`config.mk`:
```
export PLATFORM = sky130hd
export DESIGN_NAME = video_timing_gen_flat
export DESIGN_NICKNAME = d
export VERILOG_FILES = /design/src/rtl/video_timing_pkg.sv /design/src/rtl/video_timing_gen_if.sv /design/src/rtl/video_axis_counter.sv /design/src/rtl/video_timing_gen.sv /design/src/flat_wrapper.sv
export SDC_FILE = /design/constraint.sdc
export NUM_CORES = 1
export LEC_CHECK = 0
export ABC_AREA = 1
export CAP_MARGIN = 20
export CELL_PAD_IN_SITES_DETAIL_PLACEMENT = 0
export CELL_PAD_IN_SITES_GLOBAL_PLACEMENT = 1
export CORE_ASPECT_RATIO = 0.7
export CORE_MARGIN = 3
export CORE_UTILIZATION = 41
export CTS_BUF_LIST = sky130_fd_sc_hd__clkbuf_16
export CTS_CLUSTER_DIAMETER = 150
export DETAILED_ROUTE_END_ITERATION = 12
export GPL_TIMING_DRIVEN = 0
export PLACE_DENSITY_LB_ADDON = 0.15
export SLEW_MARGIN = 20
export SYNTH_ARGS = -nofsm -noshare
export SYNTH_HDL_FRONTEND = slang
export SYNTH_SLANG_ARGS = --single-unit
```
`constraint.sdc`:
```
create_clock -name clk -period 4.2 [get_ports clk]
set_input_delay 1.05 -clock clk [delete_from_list [all_inputs] [get_ports clk]]
set_output_delay 1.05 -clock clk [all_outputs]
set_load 0.02 [all_outputs]
```
`src/rtl/video_timing_pkg.sv`:
```
// rtl/video_timing_pkg.sv - shared timing constants, counter types and helpers for the raster generator.
package video_timing_pkg;

  localparam int DEF_H_ACTIVE   = 640;
  localparam int DEF_H_FP       = 16;
  localparam int DEF_H_SYNC     = 96;
  localparam int DEF_H_BP       = 48;
  localparam int DEF_V_ACTIVE   = 480;
  localparam int DEF_V_FP       = 10;
  localparam int DEF_V_SYNC     = 2;
  localparam int DEF_V_BP       = 33;
  localparam int DEF_SCALE      = 2;
  localparam int DEF_SOON_LINES = 2;
  localparam int DEF_HS_POL     = 0;
  localparam int DEF_VS_POL     = 0;

  typedef logic [9:0] hcount_t;
  typedef logic [9:0] vcount_t;

  function automatic int vtg_total(input int active, input int fp, input int sync, input int bp);
    return active + fp + sync + bp;
  endfunction

endpackage

```
`src/rtl/video_timing_gen_if.sv`:
```
// rtl/video_timing_gen_if.sv - video/PPU output bundle of the timing generator.
// frame_count exists only when VTG_FRAME_COUNT_EN is defined.
interface video_timing_gen_if;
  import video_timing_pkg::*;

  logic       vga_de;
  logic       vga_hs;
  logic       vga_vs;
  hcount_t    pixel_x;
  vcount_t    pixel_y;
  logic       rowram_swap;
  logic [7:0] next_row;
  logic       vblank_start;
  logic       vblank_end_soon;
`ifdef VTG_FRAME_COUNT_EN
  logic [15:0] frame_count;
`endif

  modport master (
    output vga_de, vga_hs, vga_vs, pixel_x, pixel_y,
    output rowram_swap, next_row, vblank_start, vblank_end_soon
`ifdef VTG_FRAME_COUNT_EN
    , output frame_count
`endif
  );

  modport slave (
    input vga_de, vga_hs, vga_vs, pixel_x, pixel_y,
    input rowram_swap, next_row, vblank_start, vblank_end_soon
`ifdef VTG_FRAME_COUNT_EN
    , input frame_count
`endif
  );

endinterface

```
`src/rtl/video_axis_counter.sv`:
```
// rtl/video_axis_counter.sv - one raster axis: wrapping position counter with next-state
// active and sync decode, so the top can register outputs in step with the count.
module video_axis_counter
  import video_timing_pkg::*;
#(
  parameter int ACTIVE    = 640,
  parameter int FP        = 16,
  parameter int SYNC      = 96,
  parameter int BP        = 48,
  parameter int POL       = 0,
  parameter int RESET_VAL = 0
) (
  input  logic    clk,
  input  logic    rst,
  input  logic    inc,
  output hcount_t count,
  output hcount_t next_count,
  output logic    wrap,
  output logic    active,
  output logic    sync
);

  localparam int      TOTAL      = vtg_total(ACTIVE, FP, SYNC, BP);
  localparam hcount_t LAST       = hcount_t'(TOTAL - 1);
  localparam hcount_t SYNC_START = hcount_t'(ACTIVE + FP);
  localparam hcount_t SYNC_END   = hcount_t'(ACTIVE + FP + SYNC);
  localparam logic    SYNC_LVL   = (POL != 0);

  always_comb begin
    wrap       = inc && (count == LAST);
    next_count = count;
    if (inc) begin
      next_count = wrap ? '0 : count + 10'd1;
    end
  end

  assign active = (next_count < hcount_t'(ACTIVE));
  assign sync   = ((next_count >= SYNC_START) && (next_count < SYNC_END)) ? SYNC_LVL : ~SYNC_LVL;

  always_ff @(posedge clk or posedge rst) begin
    if (rst) begin
      count <= hcount_t'(RESET_VAL);
    end else begin
      count <= next_count;
    end
  end

endmodule

```
`src/rtl/video_timing_gen.sv`:
```
// rtl/video_timing_gen.sv - configurable raster timing generator with pixel/line scaling and PPU strobes.
// Optional frame counter output enabled by defining VTG_FRAME_COUNT_EN.
module video_timing_gen
  import video_timing_pkg::*;
#(
  parameter int H_ACTIVE   = DEF_H_ACTIVE,
  parameter int H_FP       = DEF_H_FP,
  parameter int H_SYNC     = DEF_H_SYNC,
  parameter int H_BP       = DEF_H_BP,
  parameter int V_ACTIVE   = DEF_V_ACTIVE,
  parameter int V_FP       = DEF_V_FP,
  parameter int V_SYNC     = DEF_V_SYNC,
  parameter int V_BP       = DEF_V_BP,
  parameter int SCALE      = DEF_SCALE,
  parameter int SOON_LINES = DEF_SOON_LINES,
  parameter int HS_POL     = DEF_HS_POL,
  parameter int VS_POL     = DEF_VS_POL
) (
  input  logic                clk,
  input  logic                rst,
  input  logic                pix_ce,
  video_timing_gen_if.master  vid
);

  localparam int   H_TOTAL = vtg_total(H_ACTIVE, H_FP, H_SYNC, H_BP);
  localparam int   V_TOTAL = vtg_total(V_ACTIVE, V_FP, V_SYNC, V_BP);
  localparam int   ROWS    = V_ACTIVE / SCALE;
  localparam logic HS_LVL  = (HS_POL != 0);
  localparam logic VS_LVL  = (VS_POL != 0);

  if (H_TOTAL > 1024 || V_TOTAL > 1024) begin : g_err_total
    $error("video_timing_gen: H_TOTAL and V_TOTAL must not exceed 1024");
  end
  if (ROWS > 256) begin : g_err_rows
    $error("video_timing_gen: V_ACTIVE/SCALE must not exceed 256");
  end
  if (SCALE != 1 && SCALE != 2 && SCALE != 4) begin : g_err_scale
    $error("video_timing_gen: SCALE must be 1, 2 or 4");
  end
  if ((H_ACTIVE % SCALE) != 0 || (V_ACTIVE % SCALE) != 0) begin : g_err_mult
    $error("video_timing_gen: H_ACTIVE and V_ACTIVE must be multiples of SCALE");
  end
  if (SOON_LINES < 1 || SOON_LINES > (V_FP + V_SYNC + V_BP)) begin : g_err_soon
    $error("video_timing_gen: SOON_LINES out of range");
  end

  hcount_t h_count, h_next;
  vcount_t v_count, v_next;
  logic    h_wrap, h_act, h_sync;
  logic    v_wrap, v_act, v_sync;

  video_axis_counter #(
    .ACTIVE(H_ACTIVE), .FP(H_FP), .SYNC(H_SYNC), .BP(H_BP),
    .POL(HS_POL), .RESET_VAL(H_TOTAL - 1)
  ) u_h_axis (
    .clk(clk), .rst(rst), .inc(pix_ce),
    .count(h_count), .next_count(h_next), .wrap(h_wrap),
    .active(h_act), .sync(h_sync)
  );

  video_axis_counter #(
    .ACTIVE(V_ACTIVE), .FP(V_FP), .SYNC(V_SYNC), .BP(V_BP),
    .POL(VS_POL), .RESET_VAL(V_ACTIVE - 1)
  ) u_v_axis (
    .clk(clk), .rst(rst), .inc(h_wrap),
    .count(v_count), .next_count(v_next), .wrap(v_wrap),
    .active(v_act), .sync(v_sync)
  );

  logic unused_axis;
  assign unused_axis = ^{h_count, v_count, v_wrap};

  vcount_t    line_n;
  logic [8:0] row_calc;
  logic       de_next;
  logic       swap_hit;
  logic       vbs_hit;
  logic       soon_hit;

  // Strobes qualify on pix_ce so they mark entry into a position, never dwelling on it.
  always_comb begin
    line_n   = (v_next == vcount_t'(V_TOTAL - 1)) ? '0 : v_next + 10'd1;
    row_calc = 9'(line_n / vcount_t'(SCALE)) + 9'd1;
    de_next  = h_act && v_act;
    swap_hit = pix_ce && (h_next == hcount_t'(H_ACTIVE)) &&
               (line_n < vcount_t'(V_ACTIVE)) && ((line_n % vcount_t'(SCALE)) == '0);
    vbs_hit  = pix_ce && (h_next == '0) && (v_next == vcount_t'(V_ACTIVE));
    soon_hit = pix_ce && (h_next == '0) && (v_next == vcount_t'(V_TOTAL - SOON_LINES));
  end

  always_ff @(posedge clk or posedge rst) begin
    if (rst) begin
      vid.vga_de          <= 1'b0;
      vid.vga_hs          <= ~HS_LVL;
      vid.vga_vs          <= ~VS_LVL;
      vid.pixel_x         <= '0;
      vid.pixel_y         <= '0;
      vid.rowram_swap     <= 1'b0;
      vid.next_row        <= '0;
      vid.vblank_start    <= 1'b0;
      vid.vblank_end_soon <= 1'b0;
    end else begin
      vid.vga_de          <= de_next;
      vid.vga_hs          <= h_sync;
      vid.vga_vs          <= v_sync;
      vid.rowram_swap     <= swap_hit;
      vid.vblank_start    <= vbs_hit;
      vid.vblank_end_soon <= soon_hit;
      if (de_next) begin
        vid.pixel_x <= h_next / hcount_t'(SCALE);
        vid.pixel_y <= v_next / vcount_t'(SCALE);
      end
      if (swap_hit) begin
        vid.next_row <= (row_calc == 9'(ROWS)) ? 8'd0 : row_calc[7:0];
      end
    end
  end

`ifdef VTG_FRAME_COUNT_EN
  always_ff @(posedge clk or posedge rst) begin
    if (rst) begin
      vid.frame_count <= '0;
    end else if (vbs_hit) begin
      vid.frame_count <= vid.frame_count + 16'd1;
    end
  end
`endif

endmodule

```
`src/flat_wrapper.sv`:
```
// flat-port wrapper written by rule: the top's interface ports become plain ports
module video_timing_gen_flat import video_timing_pkg::*;
#(
  parameter int H_ACTIVE   = DEF_H_ACTIVE,
  parameter int H_FP       = DEF_H_FP,
  parameter int H_SYNC     = DEF_H_SYNC,
  parameter int H_BP       = DEF_H_BP,
  parameter int V_ACTIVE   = DEF_V_ACTIVE,
  parameter int V_FP       = DEF_V_FP,
  parameter int V_SYNC     = DEF_V_SYNC,
  parameter int V_BP       = DEF_V_BP,
  parameter int SCALE      = DEF_SCALE,
  parameter int SOON_LINES = DEF_SOON_LINES,
  parameter int HS_POL     = DEF_HS_POL,
  parameter int VS_POL     = DEF_VS_POL
)
  (clk, rst, pix_ce, vid_vga_de, vid_vga_hs, vid_vga_vs, vid_pixel_x, vid_pixel_y, vid_rowram_swap, vid_next_row, vid_vblank_start, vid_vblank_end_soon);
  video_timing_gen_if vid_i ();
  input  logic clk;
  input  logic rst;
  input  logic pix_ce;
  output wire logic [$bits(vid_i.vga_de)-1:0] vid_vga_de;
  output wire logic [$bits(vid_i.vga_hs)-1:0] vid_vga_hs;
  output wire logic [$bits(vid_i.vga_vs)-1:0] vid_vga_vs;
  output wire logic [$bits(vid_i.pixel_x)-1:0] vid_pixel_x;
  output wire logic [$bits(vid_i.pixel_y)-1:0] vid_pixel_y;
  output wire logic [$bits(vid_i.rowram_swap)-1:0] vid_rowram_swap;
  output wire logic [$bits(vid_i.next_row)-1:0] vid_next_row;
  output wire logic [$bits(vid_i.vblank_start)-1:0] vid_vblank_start;
  output wire logic [$bits(vid_i.vblank_end_soon)-1:0] vid_vblank_end_soon;
  assign vid_vga_de = vid_i.vga_de;
  assign vid_vga_hs = vid_i.vga_hs;
  assign vid_vga_vs = vid_i.vga_vs;
  assign vid_pixel_x = vid_i.pixel_x;
  assign vid_pixel_y = vid_i.pixel_y;
  assign vid_rowram_swap = vid_i.rowram_swap;
  assign vid_next_row = vid_i.next_row;
  assign vid_vblank_start = vid_i.vblank_start;
  assign vid_vblank_end_soon = vid_i.vblank_end_soon;
  video_timing_gen #(.H_ACTIVE(H_ACTIVE), .H_FP(H_FP), .H_SYNC(H_SYNC), .H_BP(H_BP), .V_ACTIVE(V_ACTIVE), .V_FP(V_FP), .V_SYNC(V_SYNC), .V_BP(V_BP), .SCALE(SCALE), .SOON_LINES(SOON_LINES), .HS_POL(HS_POL), .VS_POL(VS_POL)) u_core (.clk(clk), .rst(rst), .pix_ce(pix_ce), .vid(vid_i));
endmodule
```
-- After elaboration in Yosys (flattened, before gate mapping)
Index checks and enable logic that the tools add are counted.
- register bits after elaboration: 52
- output and inout port bits: 34
- $add $sub $neg: 4
- $lt $le $gt $ge: 7
- equality and inequality tests: 7
- multiplexer cells: 8
- reductions and logical operators: 13
- operator list (cell ; count):
    $eq A10 B10 Y1 const B ; 5
    $mux W10 ; 5
    $add A10 B1 Y10 const B ; 3
    $lt A10 B9 Y1 const B ; 3
    $logic_not A10 Y1 ; 2
    $lt A10 B10 Y1 const B ; 2
    $logic_and A1 B1 Y1 ; 11
    $eq A10 B9 Y1 const B ; 1
    $ge A10 B10 Y1 const B ; 1
    $ge A10 B9 Y1 const B ; 1
    $add A9 B1 Y9 const B ; 1
    $eq A9 B8 Y1 const B ; 1
    $mux W8 ; 1
    $mux W1 ; 2

-- Longest topological paths before layout
- depth in word-level cells: 10
- mapped depth: 24
- mapped depth without buffers: 24

-- Modules after synthesis
From an unflattened synthesis, not the netlist that was laid out.
- cell total of the unflattened synthesis: 429
- area total of the unflattened synthesis: 3201.8 um^2
- modules (own cells, without submodules) (module ; instances ; cells an instance ; area each (um^2) ; sequential area each (um^2)):
    video_timing_gen ; 1 ; 233 ; 1778.0 ; 803.3
    video_axis_counter (u_core.u_v_axis) ; 1 ; 102 ; 730.7 ; 260.2
    video_axis_counter (u_core.u_h_axis) ; 1 ; 94 ; 693.2 ; 259.0

-- Least setup slack after synthesis
Ideal clock, no wire load.
- path kind: input to register
- from: input port pix_ce
- to: register u_core.vid.next_row[1]
- library setup time: 0.117 ns
- data arrival time: 3.274 ns
- slack: 0.809 ns
- stages on the path: 23
- buffers on the path: 0
- cell sequence: nand2_2 -> nor2_4 -> nand2_2 -> nor2_4 -> nand3_1 -> nand2_2 -> inv_1 -> ha_1 -> inv_1 -> nor2_2 -> nand3_4 -> nand2_1 -> inv_1 -> ha_1 -> nand3_2 -> nor2_2 -> nand2_2 -> nand2_1 -> nand3_1 -> nor2_2 -> nand3_2 -> nand2_1 -> nand2_1
- word-level cells in the longest chain between the ends: 9
- elaborated cells on any way between the ends: 18
- RTL lines (what ; line ; source):
    start, declared ; flat_wrapper.sv:21 ; input logic pix_ce;
    $logic_and A1 B1 Y1 * ; video_axis_counter.sv:30 ; wrap = inc && (count == LAST);
    $logic_and A1 B1 Y1 ; video_axis_counter.sv:30 ;
    $mux W10 ; video_axis_counter.sv:33 ; next_count = wrap ? '0 : count + 10'd1;
    $mux W10 * ; video_axis_counter.sv:32 ; if (inc) begin
    via u_core.u_v_axis.next_count[1] ; video_axis_counter.sv:17 ; output hcount_t next_count,
    $add A10 B1 Y10 / $eq A10 B10 Y1 (equally long branches) ; video_timing_gen.sv:82 ; line_n = (v_next == vcount_t'(V_TOTAL - 1)) ? '0 : v_next + 10'd1;
    $mux W10 * ; video_timing_gen.sv:82 ;
    $add A9 B1 Y9 / $lt A10 B9 Y1 (equally long branches) ; video_timing_gen.sv:83, video_timing_gen.sv:86 ;
    $eq A9 B8 Y1 / $logic_and A1 B1 Y1 (equally long branches) ; video_timing_gen.sv:114, video_timing_gen.sv:85 ;
    $mux W8 / $logic_and A1 B1 Y1 (equally long branches) ; video_timing_gen.sv:114, video_timing_gen.sv:86 ;
    end signal, assigned ; video_timing_gen.sv:114 ; vid.next_row <= (row_calc == 9'(ROWS)) ? 8'd0 : row_calc[7:0];
    end, declared ; video_timing_gen_if.sv:21 ; output rowram_swap, next_row, vblank_start, vblank_end_soon
The timed path passes the listed nets; every way through them passes the cells marked *.
A chain may end at the register's enable or synchronous reset.

-- Final worst setup path
Ends and elaborated chain as after synthesis.

==> flow_summary.ini <==
[status]
outcome = complete, no violations

[global_routing]
grt_use_total = 0.193
antenna_found_initial = 0
first_global_vias = 2727
grt_max_degree = 53
globalRoute.totalOverflow = 0
grt_pass1_wl_um = 14100

[clocking]
clkTransAtPathRegs_ns = 0.07
cts_buffer_depth = 2
worstSkewPairLatency_ns = 0.29
clock_sinks = 52
cts_tree = done
cts_root_buf = clkbuf_16
numCtsBuffers = 5
htreeDepth = 2
ctsHoldBuffers = 0

[sta]
hold_viol = 0
max_freq_ghz = 0.252
setup_violations = 0
tightest_slew_ns = 0.670
fin_skew_ns = 0.00718
maxSlewHeadroom = 0.553
drv_slew = 0
period_share = 0.943
period_needed_ns = 3.96
hold_ws_ns = 0.483

[finish]
nNetsFinal = 505
n_antenna_cell = 0
area_growth_pct = 21.8
n_fill_cell = 728
stdcell_area_um2 = 4020
multi_input_area_um2 = 1730
seq_area_um2 = 1320
drive_gt1_frac = 0.230

[synth]
synthAdderAreaFrac = 0.0265
synth_ff_type = dfrtp_1
synth_compound_area_frac = 0.0720
synthArstFlopShare = 1.00
syn-cell-area_um2 = 3300
ys_warn_count = 0
yosys_register_bits = 52
synth-xor-area-share = 0.00531
muxShareOfSynthArea = 0
synth_top_family_by_area = simple AND/OR/NAND/NOR gates
yosysUniqueCellTypes = 40
synthCells = 444
synth-simple-area-share = 0.408
avgSynthCellArea_um2 = 7.44
ys_seq_area_frac = 0.401
synth-edff-count = 0

[placed_design]
gp_congestion = 0.858
dp.final_hpwl_um = 6530
dpl_cell_area_um2 = 3770
portBuffers = 34

[power]
clkPwrFrac = 0.291
powerDensity_nw_per_um2 = 361
p_sw_frac = 0.350
power.leakage_uw = 0.00185
combPwrFrac = 0.256
peakVddDrop_mv = 0.284
pwr-share-seq = 0.453
p_sw_uw = 508
total_power_uw = 1450
p_int_uw = 945

[worst_setup_path]
crit_type = input port to register
start_kind = input port
worstPathRequired_ns = 4.39
cp_max_fo = 8
r2r_slack_ns = 0.71
crit_arrival_ns = 4.15
worstSetupEndpointType = register

[route]
via_per_inst = 5.04
dr_total_vias = 2996
firstDrtPassIters = 5
routedWlPerCell_um = 14.3
drt_wl_total_um = 8510
drt_iter0_markers = 178
drc_errors = 0
postRouteAntennaNets = 0

[floorplanning]
io_pins = 37
die_h_um = 81.1
initial_core_util = 0.438
die_w_um = 113
rows = 26
dieArea_um2 = 9180
core_um2 = 7550

[worst_hold_path]
min-delay-path-class = register to register

[job]
maxCapViolCount = 0
## flip-flops by register name, indices dropped and copies added, names as in the netlist
register	cells
u_core.u_h_axis.count	10
u_core.u_v_axis.count	10
u_core.vid.pixel_x	9
u_core.vid.pixel_y	9
u_core.vid.next_row	8
u_core.vid.rowram_swap	1
u_core.vid.vblank_end_soon	1
u_core.vid.vblank_start	1
u_core.vid.vga_de	1
u_core.vid.vga_hs	1
u_core.vid.vga_vs	1
## cells in the mapped netlist (2+ instances only)
cell	count	share of area
o21ai_2	2	0.0053
nand2_1	131	0.15
nor4_1	2	0.0038
a21oi_1	7	0.011
nand3_4	2	0.011
buf_4	3	0.0068
inv_2	9	0.010
ha_1	7	0.027
buf_2	3	0.0045
nor2_1	32	0.036
o21bai_1	2	0.0045
xor2_1	2	0.0053
inv_1	51	0.058
nand3_1	33	0.050
nor3_1	2	0.0030
nor2_4	3	0.010
nand3_2	8	0.024
nand4_1	17	0.032
dfstp_2	17	0.14
dfrtp_1	35	0.27
o21ai_1	4	0.0061
nor3_2	2	0.0061
nand2_2	19	0.036
o21ai_0	19	0.029
clkinv_1	2	0.0023
nor2_2	16	0.030
## area by class of cell
cell class | count | share of cell area
buffer | 7 | 0.0121
clock buffer | 5 | 0.0311
sequential | 52 | 0.329
multi-input combinational | 323 | 0.430
tap | 98 | 0.0305
timing repair buffer | 43 | 0.101
clock inverter | 3 | 0.00654
inverter | 63 | 0.0598
## critical path, stage by stage
cell and delay (ns):
clkdlybuf4s50_1 0.50, nand2_2 0.08, nor2_4 0.17, inv_2 0.09, nor2_8 0.16, nand3_2 0.10
nand2_4 0.14, inv_1 0.06, ha_1 0.20, inv_1 0.06, nor2_2 0.05, nand3_4 0.13
nand2_1 0.10, inv_2 0.09, ha_2 0.19, nand3_2 0.13, nor2_4 0.19, nand2_2 0.07
nand2_1 0.06, nand3_1 0.08, nor2_2 0.17, nand3_2 0.13, nand2_1 0.09, nand2_1 0.05
## power groups by stage
stage	Combinational, uW	Sequential, uW	Clock, uW
after floorplan	187	694	0
after CTS	371	656	435
after global placement	362	664	0
final	372	658	423
after global routing	409	669	459
after detailed placement	370	663	0
## metrics by stage
stage	setup TNS, ns	worst slack, ns	std cells	util
floorplan	0	0.809	445	-
global placement	-1.03	-0.224	577	0.499
detailed placement	-1.06	-0.228	577	0.500
CTS	0	0.0846	585	0.520
global route	-0.0471	-0.0196	594	0.533
finish	0	0.239	594	0.533
## cells in the final DEF, fill, tap and decap left out, drive strengths merged
cell / instances
ha: 7
dfstp: 17
clkinv: 4
o21bai: 3
a211oi: 1
a2111oi: 1
clkdlybuf4s50: 34
a21o: 1
a21oi: 8
nand4: 17
buf: 16
nor4: 2
nor3: 4
nand3: 43
nand3b: 1
xor2: 2
dfrtp: 35
inv: 62
nor2: 52
and2: 1
conb: 2
nor3b: 1
a31oi: 1
o21ai: 25
nand2: 151
clkbuf: 5
## worst paths after layout
kind,startpoint,end,depth (start not counted)
worst max-delay path,pix_ce,u_core.vid.next_row[1],24
worst min-delay path,u_core.vid.next_row[6],u_core.vid.next_row[6],2
worst max register to register,u_core.u_h_axis.count[0],u_core.vid.next_row[1],24
worst min register to register,u_core.vid.next_row[6],u_core.vid.next_row[6],2
max in group asynchronous,rst,u_core.vid.next_row[7],2
min in group asynchronous,rst,u_core.vid.next_row[5],2
## cell families after synthesis
| logic type | Yosys count |
|---|---|
| DFF | 52 |
| xor gates and xnor gates | 2 |
| other | 1 |
| and+or+nand+nor | 272 |
| buffers and inverters | 70 |
| adders and majority gates | 7 |
| AOI/OAI and AO/OA | 40 |
## repair_timing
action | 4_1_cts | 5_1_grt
gates resized for setup | 0 | 8
setup endpoints to repair | 0 | 5
buffers inserted | 0 | 9
## routing by layer
| metal | GRT usage | share of wire | vias up |
|---|---|---|---|
| met1 | 0.324 | 0.56 | 1401 |
| met4 | 0.0216 | 0.0040 | 0 |
| met5 | 0 | 0 | - |
| met2 | 0.258 | 0.38 | 80 |
| met3 | 0.0328 | 0.056 | 5 |
| li1 | - | - | 1510 |
No activity file was read; power rests on OpenSTA's default activity.
